[config.mk]
export PLATFORM = sky130hd
export DESIGN_NAME = mmio_bus_arbiter
export DESIGN_NICKNAME = d
export VERILOG_FILES = /design/src/rtl/mmio_pkg.sv /design/src/rtl/mmio_rr_grant.sv /design/src/rtl/mmio_bus_arbiter.sv
export SDC_FILE = /design/constraint.sdc
export NUM_CORES = 1
export LEC_CHECK = 0
export CORE_ASPECT_RATIO = 1.1
export CORE_MARGIN = 1.5
export CORE_UTILIZATION = 29
export CTS_CLUSTER_DIAMETER = 60
export DETAILED_ROUTE_END_ITERATION = 8
export PLACE_DENSITY = 0.61
export SYNTH_ARGS = -nofsm -noshare
export SYNTH_HDL_FRONTEND = slang
export SYNTH_SLANG_ARGS = --single-unit
export TNS_END_PERCENT = 100
[constraint.sdc]
create_clock -name clk -period 4.6 [get_ports clk]
set_input_delay 0.69 -clock clk [delete_from_list [all_inputs] [get_ports clk]]
set_output_delay 0.69 -clock clk [all_outputs]
set_load 0.02 [all_outputs]
[src/rtl/mmio_pkg.sv]
// Shared MMIO definitions: device address map, bus stage state and the
// request bundle passed from each requester into the arbiter.
package mmio_pkg;

  // Input devices (the only addresses that are safe to read through the bus)
  localparam logic [31:0] ADDR_SWITCH_LO = 32'hffff_ff00;
  localparam logic [31:0] ADDR_SWITCH_HI = 32'hffff_ff04;
  localparam logic [31:0] ADDR_BUTTON_0  = 32'hffff_ff14;
  localparam logic [31:0] ADDR_BUTTON_1  = 32'hffff_ff18;
  localparam logic [31:0] ADDR_BUTTON_2  = 32'hffff_ff1c;
  localparam logic [31:0] ADDR_BUTTON_3  = 32'hffff_ff20;
  localparam logic [31:0] ADDR_BUTTON_4  = 32'hffff_ff24;

  // Output devices (written on any address match, so never read them)
  localparam logic [31:0] ADDR_LED       = 32'hffff_ff0c;
  localparam logic [31:0] ADDR_SEG       = 32'hffff_ff10;

  // VGA console pages, matched on address bits [31:12]
  localparam logic [19:0] VGA_CHAR_PAGE  = 20'hffffe;
  localparam logic [19:0] VGA_COLOR_PAGE = 20'hffffd;

  typedef enum logic {
    BUS_IDLE,
    BUS_ACTIVE
  } bus_state_t;

  typedef struct packed {
    logic        write;
    logic [31:0] address;
    logic [31:0] wdata;
  } mmio_req_t;

  // True for addresses whose read has no side effect on any device.
  function automatic logic is_readable(input logic [31:0] address);
    case (address)
      ADDR_SWITCH_LO, ADDR_SWITCH_HI,
      ADDR_BUTTON_0, ADDR_BUTTON_1, ADDR_BUTTON_2,
      ADDR_BUTTON_3, ADDR_BUTTON_4: is_readable = 1'b1;
      default:                      is_readable = 1'b0;
    endcase
  endfunction

endpackage

[src/rtl/mmio_rr_grant.sv]
// Two-way grant: round-robin on a 1-bit LastGrant pointer, or fixed priority
// for requester 0. Grants are combinational from the valid inputs.
module mmio_rr_grant #(
  parameter bit FIXED_PRIO = 1'b0
) (
  input  logic       clk,
  input  logic       reset,
  input  logic [1:0] valid,
  output logic [1:0] grant
);

  logic last_grant;

  // Pick at most one requester; a lone valid requester always wins.
  // NOTE: the default assignment first keeps this block latch-free.
  always_comb begin
    grant = 2'b00;
    if (FIXED_PRIO) begin
      if (valid[0])      grant = 2'b01;
      else if (valid[1]) grant = 2'b10;
    end else begin
      case (valid)
        2'b01:   grant = 2'b01;
        2'b10:   grant = 2'b10;
        2'b11:   grant = last_grant ? 2'b01 : 2'b10;
        default: grant = 2'b00;
      endcase
    end
  end

  // Advance the pointer only on an accepted transfer; reset favours req 0.
  // NOTE: sequential state uses non-blocking assignments only.
  always_ff @(posedge clk or posedge reset) begin
    if (reset)
      last_grant <= 1'b1;
    else if (|grant)
      last_grant <= grant[1];
  end

endmodule

[src/rtl/mmio_bus_arbiter.sv]
// Shares the MMIO device port between the CPU (req 0) and the VGA console
// engine (req 1). Address/WriteData come from flops so every device sees a
// full stable period; read data returns to the owner one cycle later.
module mmio_bus_arbiter
  import mmio_pkg::*;
#(
  parameter logic [31:0] IDLE_ADDR  = 32'h0000_0000,
  parameter bit          FIXED_PRIO = 1'b0,
  parameter logic [31:0] MMIO_BASE  = 32'hffff_d000
) (
  input  logic        clk,
  input  logic        reset,
  input  logic        Req0Valid,
  input  logic        Req0Write,
  input  logic [31:0] Req0Address,
  input  logic [31:0] Req0WriteData,
  output logic        Req0Ready,
  output logic        Req0RespValid,
  output logic [31:0] Req0ReadData,
  input  logic        Req1Valid,
  input  logic        Req1Write,
  input  logic [31:0] Req1Address,
  input  logic [31:0] Req1WriteData,
  output logic        Req1Ready,
  output logic        Req1RespValid,
  output logic [31:0] Req1ReadData,
  output logic [31:0] Address,
  output logic [31:0] WriteData,
  input  logic [31:0] DataIo
);

  logic [1:0] grant;
  mmio_req_t  req0, req1, sel;
  logic       accept;
  logic       forward;

  bus_state_t state;
  logic       owner;
  logic       is_read;
  logic       forwarded;
  logic [31:0] resp_data;

  assign req0 = '{write: Req0Write, address: Req0Address, wdata: Req0WriteData};
  assign req1 = '{write: Req1Write, address: Req1Address, wdata: Req1WriteData};

  mmio_rr_grant #(.FIXED_PRIO(FIXED_PRIO)) u_grant (
    .clk   (clk),
    .reset (reset),
    .valid ({Req1Valid, Req0Valid}),
    .grant (grant)
  );

  assign Req0Ready = grant[0];
  assign Req1Ready = grant[1];
  assign accept    = |grant;

  // Forward only decoded MMIO addresses, and reads only where a read cannot
  // trigger a device write (the devices have no write enable).
  always_comb begin
    sel     = grant[1] ? req1 : req0;
    forward = (sel.address >= MMIO_BASE) && (sel.write || is_readable(sel.address));
  end

  // Registered bus stage: drive the accepted request or park the bus.
  always_ff @(posedge clk or posedge reset) begin
    if (reset) begin
      state     <= BUS_IDLE;
      owner     <= 1'b0;
      is_read   <= 1'b0;
      forwarded <= 1'b0;
      Address   <= IDLE_ADDR;
      WriteData <= '0;
    end else if (accept) begin
      state     <= BUS_ACTIVE;
      owner     <= grant[1];
      is_read   <= !sel.write;
      forwarded <= forward;
      Address   <= forward ? sel.address : IDLE_ADDR;
      WriteData <= (forward && sel.write) ? sel.wdata : '0;
    end else begin
      state     <= BUS_IDLE;
      Address   <= IDLE_ADDR;
      WriteData <= '0;
    end
  end

  assign resp_data = (is_read && forwarded) ? DataIo : '0;

  // Response: one-cycle pulse to the owner of the transaction just finished;
  // ReadData holds between responses.
  always_ff @(posedge clk or posedge reset) begin
    if (reset) begin
      Req0RespValid <= 1'b0;
      Req1RespValid <= 1'b0;
      Req0ReadData  <= '0;
      Req1ReadData  <= '0;
    end else begin
      Req0RespValid <= (state == BUS_ACTIVE) && !owner;
      Req1RespValid <= (state == BUS_ACTIVE) && owner;
      if (state == BUS_ACTIVE) begin
        if (owner) Req1ReadData <= resp_data;
        else       Req0ReadData <= resp_data;
      end
    end
  end

endmodule

==> results list, run 1 <==
- Outcome: complete, no violations
- Setup repair after global routing left no endpoint under its margin.
- Overall routed net length: 18.0 mm
* Synthesized flop and latch total: 135
- CTS tree: built
- Global routing finished with a remaining overflow of 0.
- Startpoint-to-endpoint class of the critical path: in -> out
* Synth Instances: 536
- In the final design database the tool counted 987 nets.
- Maximum number of buffers from clock root to sink: 2
- Total die area: 19800 µm²
* Final RePlAce weighted congestion: 0.932
- The initial antenna violation count is 0.
- Register area: 3380 µm²
- At the worst endpoint, the arrival time is 2.59 ns.
- For the final database, setup skew stands at 0.00725 ns.
* Synthesis-to-layout area growth: 68.7%
* Global-route met2 utilization: 0.334
* Final setup margin: 1.32 ns
- Startpoint Class: input port
- Overall via count from detail_route: 4988
* Top-area cell type share of the netlist area: 0.609
* Buffer type at the clock tree root: sky130_fd_sc_hd__clkbuf_16
* Number of buffer cells added on primary ports: 297
- Pin count of the biggest net entering global routing: 70
- For this design, the CTS-stage hold fixing added 0 buffers.
- The most common cell in the synthesized netlist is sky130_fd_sc_hd__nand2_1.
* Clock slew at reported path FFs: 0.06 ns
- Hold wc startpoint: forwarded
* Most used DFF post-synth: sky130_fd_sc_hd__dfrtp_1
- Before antenna repair, the detailed router went through 4 iterations.
- Synthesis produced a netlist with a net count of 702.
* Die Wd: 134 µm
* Global-route wire length before repair: 28.3 mm
- Clock Sinks: 135
- The worst setup path is captured at a primary output.
* Setup Buffers After CTS: 0
- Clock latency of the later-clocked register in the worst-skew pair: 0.41 ns
* Half-perimeter wire length after placement: 13.5 mm
* Largest voltage drop on the vdd net: 233 µV
* Relative slew margins: 0.313
* Post-synthesis instance area: 5500 µm²
- Prior to clock tree synthesis, the placed netlist has a worst setup slack of 1.30 ns.
- For flop-to-flop paths, the worst setup slack is 2.11 ns.
* Dominant cell type by area after synthesis: sky130_fd_sc_hd__dfrtp_1
- Global router's overall resource usage: 0.186
* Fillers: 1715
* Critical-path maximum fanout: 27
- The detail route stage leaves a number of antenna-violating nets equal to 0.
- Adding up every negative setup slack in the final design gives 0 ns.
- H-tree depth: 4
- Yosys mapped a number of flops with a built-in enable equal to 0.
- Based on the critical path, the design can be clocked at up to 0.305 GHz.
- Total number of yosys warnings: 0
- In this run the count of I/O pins placed on the die edge is 298.
- For the pin with the worst max-slew slack, the measured transition is 1.03 ns.
- Effective utilization at floorplan: 0.298
- Crit path time final: 3.28 ns
- The worst hold path passes through 2 cells.
- The number of hold-slack violations in the final timing report came to 0.
- Max capacitance violation total: 0
- Worst hold path endpoint: forwarded
* Fraction of the cycle the final worst path needs: 0.713
- Fraction of synthesis flops using an asynchronous set or reset pin: 1.00
* Number of standard-cell rows in the floorplan: 52
* Number of buffers added by the clock tree synthesis step: 17
- Tightest hold margin: 0.472 ns
- Of the synthesized area, sequential elements account for 0.614.
- Measured along the y axis, the die boundary spans 147 µm.
- After detailed routing, the number of vias per cell comes to 4.63.
- Unique cell type count in the Yosys netlist: 34
- Most area-consuming cells after synthesis: sky130_fd_sc_hd__dfrtp_1 61%, sky130_fd_sc_hd__nand2_1 9.5%, sky130_fd_sc_hd__o21ai_0 6.1%, sky130_fd_sc_hd__a21oi_2 4.8%, sky130_fd_sc_hd__nand3_1 2.9%
- The detailed router finished its first iteration with 183 violations.
- The endpoint identified for the worst register-to-register timing path is WriteData[23].
- Count of instances resized after the clock tree is built: 0
- After detailed routing, the average wire length per cell comes to 16.7 µm.
- Pins over their slew limit: 0
- Worst R2R Start: u_grant.last_grant
- Core Box Area: 18500 µm²
* Top cells by instance count after synthesis: 139 x sky130_fd_sc_hd__nand2_1, 134 x sky130_fd_sc_hd__dfrtp_1, 67 x sky130_fd_sc_hd__o21ai_0
- The tightest min-delay check is of the reg -> reg type.
* Synthesized area per cell: 10.3 µm²
- Met1 capacity usage during global routing: 0.201
- After detailed routing, the number of remaining DRC violations is 0.
- Measured in cells, the most critical reg-to-reg path has a length of 7.
* Static Leak: 3.83 nW
* Vias in the first global route: 5321
- Setup violations remaining at the end of the flow were counted as 0.
- For the worst setup path, the data required time is 3.91 ns.
* Grt met3 use: 0.0590
- Cell area power density: 315 nW/µm²
- Footprint of the multi-input gates: 1900 µm²
- Of the cells placed in the final design, the portion with a size suffix greater than 1 is 0.114.
* Busiest layer in global routing: met2
[power breakdown]
| group | total [mW] | switching, mW | internal, mW | leakage, nW |
|---|---|---|---|---|
| clock network | 1.41 | 0.546 | 0.866 | 0.297 |
| logic | 0.312 | 0.155 | 0.157 | 1.66 |
| registers | 1.20 | 0.00291 | 1.19 | 1.87 |
| total | 2.92 | 0.703 | 2.22 | 3.83 |
[how the worst max path moves through the flow]
stage	slack, ns	end	from	depth (start not counted)
after floorplan	0.30	Address[0]	reset	1
after global placement	1.32	Req1Ready	Req1Valid	4
after detailed placement	1.30	Req1Ready	Req1Valid	4
after CTS	1.28	Req1Ready	Req1Valid	4
after global routing	1.23	Req1Ready	Req1Valid	4
final	1.32	Req1Ready	Req1Valid	4
[per-layer routing]
metal,vias up,share of wire
met1,2340,0.38
met2,236,0.51
met3,42,0.081
li1,2370,-
met4,0,0.031
met5,-,0
[through the flow]
step / instance area, µm² / utilization / power (mW) / cells
2_1_floorplan: 5500 / - / 1.35 / 536
3_3_place_gp: 8660 / 0.469 / 1.53 / 1045
3_5_place_dp: 8660 / 0.469 / 1.53 / 1045
4_1_cts: 9280 / 0.502 / 2.97 / 1077
5_1_grt: 9280 / 0.502 / 3.04 / 1077
6_report: 9280 / 0.502 / 2.92 / 1078
[state kept, by name, indices dropped and copies added (netlist names)]
signal,flops
Address,32
Req0ReadData,32
Req1ReadData,32
WriteData,32
Req0RespValid,1
Req1RespValid,1
forwarded,1
is_read,1
owner,1
state,1
u_grant.last_grant,1
[placed cells by master (no fill, tap or decap), drive strengths merged]
cell type and count:
dfrtp 134, a31oi 1, nand3 32, nand4 10, and2 1, a2111oi 2, o21ai 68, or4 2
clkinv 5, diode 1, nor3 18, clkbuf 17, nor4 2, clkinvlp 2, dfstp 1, a22o 1
o211ai 2, nor2 24, mux2i 14, nand2 139, o21bai 1, clkdlybuf4s50 297, a21bo 1, bufinv 3
a32oi 1, buf 9, a21oi 33, inv 14
[cells by family (layout without fill, tap and decap cells)]
family | count (synthesis) | count (layout) | share of synthesized area
AND/OR/NAND/NOR | 228 | 228 | 0.189
flip-flops | 135 | 135 | 0.614
AO/OA/AOI/OAI | 110 | 110 | 0.129
buffers and inverters | 49 | 347 | 0.0432
multiplexers | 14 | 14 | 0.0255
other | 0 | 1 | 0
[critical path, stage by stage]
cell and delay [ns]:
sky130_fd_sc_hd__clkdlybuf4s50_1 0.50, sky130_fd_sc_hd__a21bo_2 0.25, sky130_fd_sc_hd__inv_2 0.42, sky130_fd_sc_hd__clkdlybuf4s50_1 0.72
[layout make-up]
type / count / area share
clock inverters: 15 / 0.0206
flip-flops and latches: 135 / 0.364
clock buffers: 17 / 0.0458
diodes: 1 / 0.000270
multi-input cells: 352 / 0.205
well taps: 243 / 0.0328
inverters: 9 / 0.00418
repair buffers: 306 / 0.328
No activity file was read; power rests on OpenSTA's default activity.
==> run 2: changes to the inputs <==
==> constraint.sdc (replaced) <==
create_clock -name clk -period 3.4 [get_ports clk]
set_input_delay 0.51 -clock clk [delete_from_list [all_inputs] [get_ports clk]]
set_output_delay 0.51 -clock clk [all_outputs]
set_load 0.02 [all_outputs]
==> run 2 against run 1 <==
Against the previous run:
- final area fell by 0.23%
- non-clock buffer count grew 1
- clock power up 21%
- sequential share of layout area grew 0.084 points
- setup slack got worse by 0.66 ns
- clock skew rose by 0.0025 ns
- via count increased by 0.78%
- register-to-register slack worse by 1.2 ns
- count of clock-buffer cells in the layout grew 1
- combinational power rose by 38%
- first-iteration DRC count increased by 26%
- total power is 29% higher
- critical endpoint is now Req0Ready
- largest power group unchanged
- highest routed layer unchanged
==> results list, run 2 (same netlist as run 1, synthesis figures left out) <==
- Buffer type at the clock tree root: sky130_fd_sc_hd__clkbuf_16
- Cells along the critical path: clkdlybuf4s50_1 -> a21bo_1 -> inv_2 -> nor2_1 -> clkdlybuf4s50_1
- Setup repair after global routing missed its margin: no
* Final core utilization: 0.501 (-0.00115)
- Pin count of the biggest net entering global routing: 136 (+94%)
- The library cell used most frequently in the layout, excluding fill and tap cells, is sky130_fd_sc_hd__clkdlybuf4s50_1.
- CP Buf/Inv Count: 3 (unchanged)
* Switching fraction of total power: 0.254 (+0.0131)
* Global router's overall resource usage: 0.189 (+0.00234)
* Number of design-rule violations left by the first detailed-router iteration: 230 (+26%)
- Synthesis-to-layout area growth: 68.3%
* Data arrival time of the critical path: 2.23 ns (-0.36 ns)
- Int Pwr: 2.80 mW (+26%)
- The routed wirelength normalized by instance count came to 17.0 µm (+1.3%).
- The number of hold-slack violations in the final timing report was 0 (unchanged).
- Relative slew margins: 0.272 (-0.0409)
- The port buffer count was 297 (unchanged).
- The hold buffer count at CTS was 0 (unchanged).
- The number of design rule violations left after detail routing came to 0 (unchanged).
- In this run the worst hold path is classified as reg -> reg.
* Top Family by Delay on Critical Path: buffers and inverters
- Initial antenna violation count: 0 (unchanged)
- The die boundary width came to 134 µm (unchanged).
* Static Leak: 3.82 nW (-0.19%)
- The worst setup path is captured at a primary output.
- The worst setup path is of the in -> out kind.
- The row count was 52 (unchanged).
* Maximum single-stage delay on the critical path: 0.62 ns (-0.10 ns)
- The H-tree depth reported by CTS came to 4 (unchanged).
- Outcome: complete, no violations
- Overall routed net length: 18.3 mm (+1.3%)
- Overall via count from detail_route: 5027 (+0.78%)
- The total negative setup slack is 0 ns (unchanged).
- The fraction of final layout cells with drive strength greater than 1 came to 0.114 (-0.000136).
* Number of buffers added by the clock tree synthesis step: 17 (unchanged)
* Setup clock skew after layout: 0.00971 ns (+0.00246 ns)
* Detailed-route vias per instance: 4.66 (+0.78%)
* Core Box Area: 18500 µm² (unchanged)
- The part of the power in registers is 0.431 (+0.021).
- The slew at the pin closest to its max-slew limit came to 1.09 ns (+0.0611 ns).
- The I/O pin total is 298 (unchanged).
* Startpoint Class: input port
* Final net count: 988 (+0.10%)
* Fraction of power consumed by combinational cells: 0.115 (+0.008)
- In the layout the commonest cells are 297 x sky130_fd_sc_hd__clkdlybuf4s50_1, 137 x sky130_fd_sc_hd__nand2_1, 134 x sky130_fd_sc_hd__dfrtp_1.
- The wire length of the first global-routing pass was 28.2 mm (-0.27%).
- Final RePlAce weighted congestion: 0.990 (+6.2%)
- The aggregate global routing overflow came to 0 (unchanged).
- Setup Buffers After CTS: 0 (unchanged)
- Clock Sinks: 135 (unchanged)
- CTS tree: built
- The die area came to 19800 µm² (unchanged).
* Die height: 147 µm (unchanged)
- The clock insertion delay at the later pin of the skew report came to 0.42 ns (about the same).
- CP max-delay cell: sky130_fd_sc_hd__clkdlybuf4s50_1
* Clock slew at reported path FFs: 0.06 ns (about the same)
* Effective utilization at floorplan: 0.298 (unchanged)
* Max Clk Rate: 0.365 GHz
- Largest voltage drop on the vdd net: 312 µV (+34%)
- The maximum number of buffers from clock root to sink came to 2 (unchanged).
* Fin area: 9260 µm² (-0.23%)
- The via count of the first global-routing pass came to 5238 (-1.6%).
- The total of fill cells in the finished design came to 1657 (-3.4%).
* Count of instances resized after the clock tree is built: 0 (unchanged)
* Cell mode on critical path: sky130_fd_sc_hd__clkdlybuf4s50_1
- Max capacitance violation total: 0 (unchanged)
- The max-slew violation total from the final report was 0 (unchanged).
- The half-perimeter wire length of the detailed placement result was 13.7 mm (+1.7%).
- Crit path time final: 2.74 ns
- The first-pass iteration count of the detailed router was 4 (unchanged).
* Setup-violating endpoint count in the final report: 0 (unchanged)
- The maximum fanout along the worst path is 14 (-48%).
* Fraction of the cycle the final worst path needs: 0.805
* DP Area: 8710 µm² (+0.51%)
- The switching power came to 0.954 mW (+36%).
* Cell area power density: 406 nW/µm² (+29%)
- Number of antenna repair diodes: 0 (-1)
- The relative contribution of the clock network to total power came to 0.454 (-0.029).
- The data required time of the worst path was 2.89 ns (-1.02 ns).
- The number of nets with antenna violations after detailed routing came to 0 (unchanged).
[run 2: power by group through the flow]
stage	logic (mW)	registers [mW]	clock network, mW
floorplan	0.171	1.65	0
global placement	0.433	1.65	0
detailed placement	0.435	1.65	0
CTS	0.437	1.62	1.76
global route	0.468	1.62	1.84
finish	0.431	1.62	1.71
[run 2: path summary, 6_finish.rpt]
path                                    startpoint                to  slack [ns]  depth (start not counted)
worst max-delay path                     Req0Valid         Req0Ready        0.66                          5
max in group asynchronous                    reset     WriteData[19]        2.19                          3
worst max register to register  u_grant.last_grant        Address[9]        0.95                          7
min in group asynchronous                    reset  Req0ReadData[27]        0.65                          3
worst min-delay path                     forwarded         forwarded        0.47                          2
worst min register to register           forwarded         forwarded        0.47                          2
[run 2: final cells by class]
class	count	area (µm²)	share of cell area
timing repair buffer	307	3090	0.333
multi-input combinational	352	1900	0.205
inverter	9	37.5	0.00405
sequential	135	3380	0.365
clock inverter	14	115	0.0124
clock buffer	18	439	0.0474
tap	243	304	0.0328
[run 2: metrics by stage]
step / power [mW] / worst slack [ns] / hold slack [ns] / cells
floorplan: 1.82 / 1.21 / 0.442 / 536
global placement: 2.08 / 0.475 / 0.460 / 1046
detailed placement: 2.08 / 0.372 / 0.463 / 1046
CTS: 3.81 / 0.634 / 0.477 / 1078
global route: 3.93 / 0.486 / 0.490 / 1078
finish: 3.76 / 0.663 / 0.470 / 1078
[run 2: worst min-delay path: cells and delay by family (launching register included)]
kind | cells | cell delay, ns
compound gates | 1 | 0.06
flops | 1 | 0.34
simple gates | 1 | 0.04
[run 2: metal layers]
layer  part of all wire  global-route usage  up-vias
li1                   -                   -     2369
met1               0.37               0.208     2408
met2               0.54               0.344      230
met3              0.075              0.0586       20
met4              0.018              0.0602        0
met5                  0                   0        -
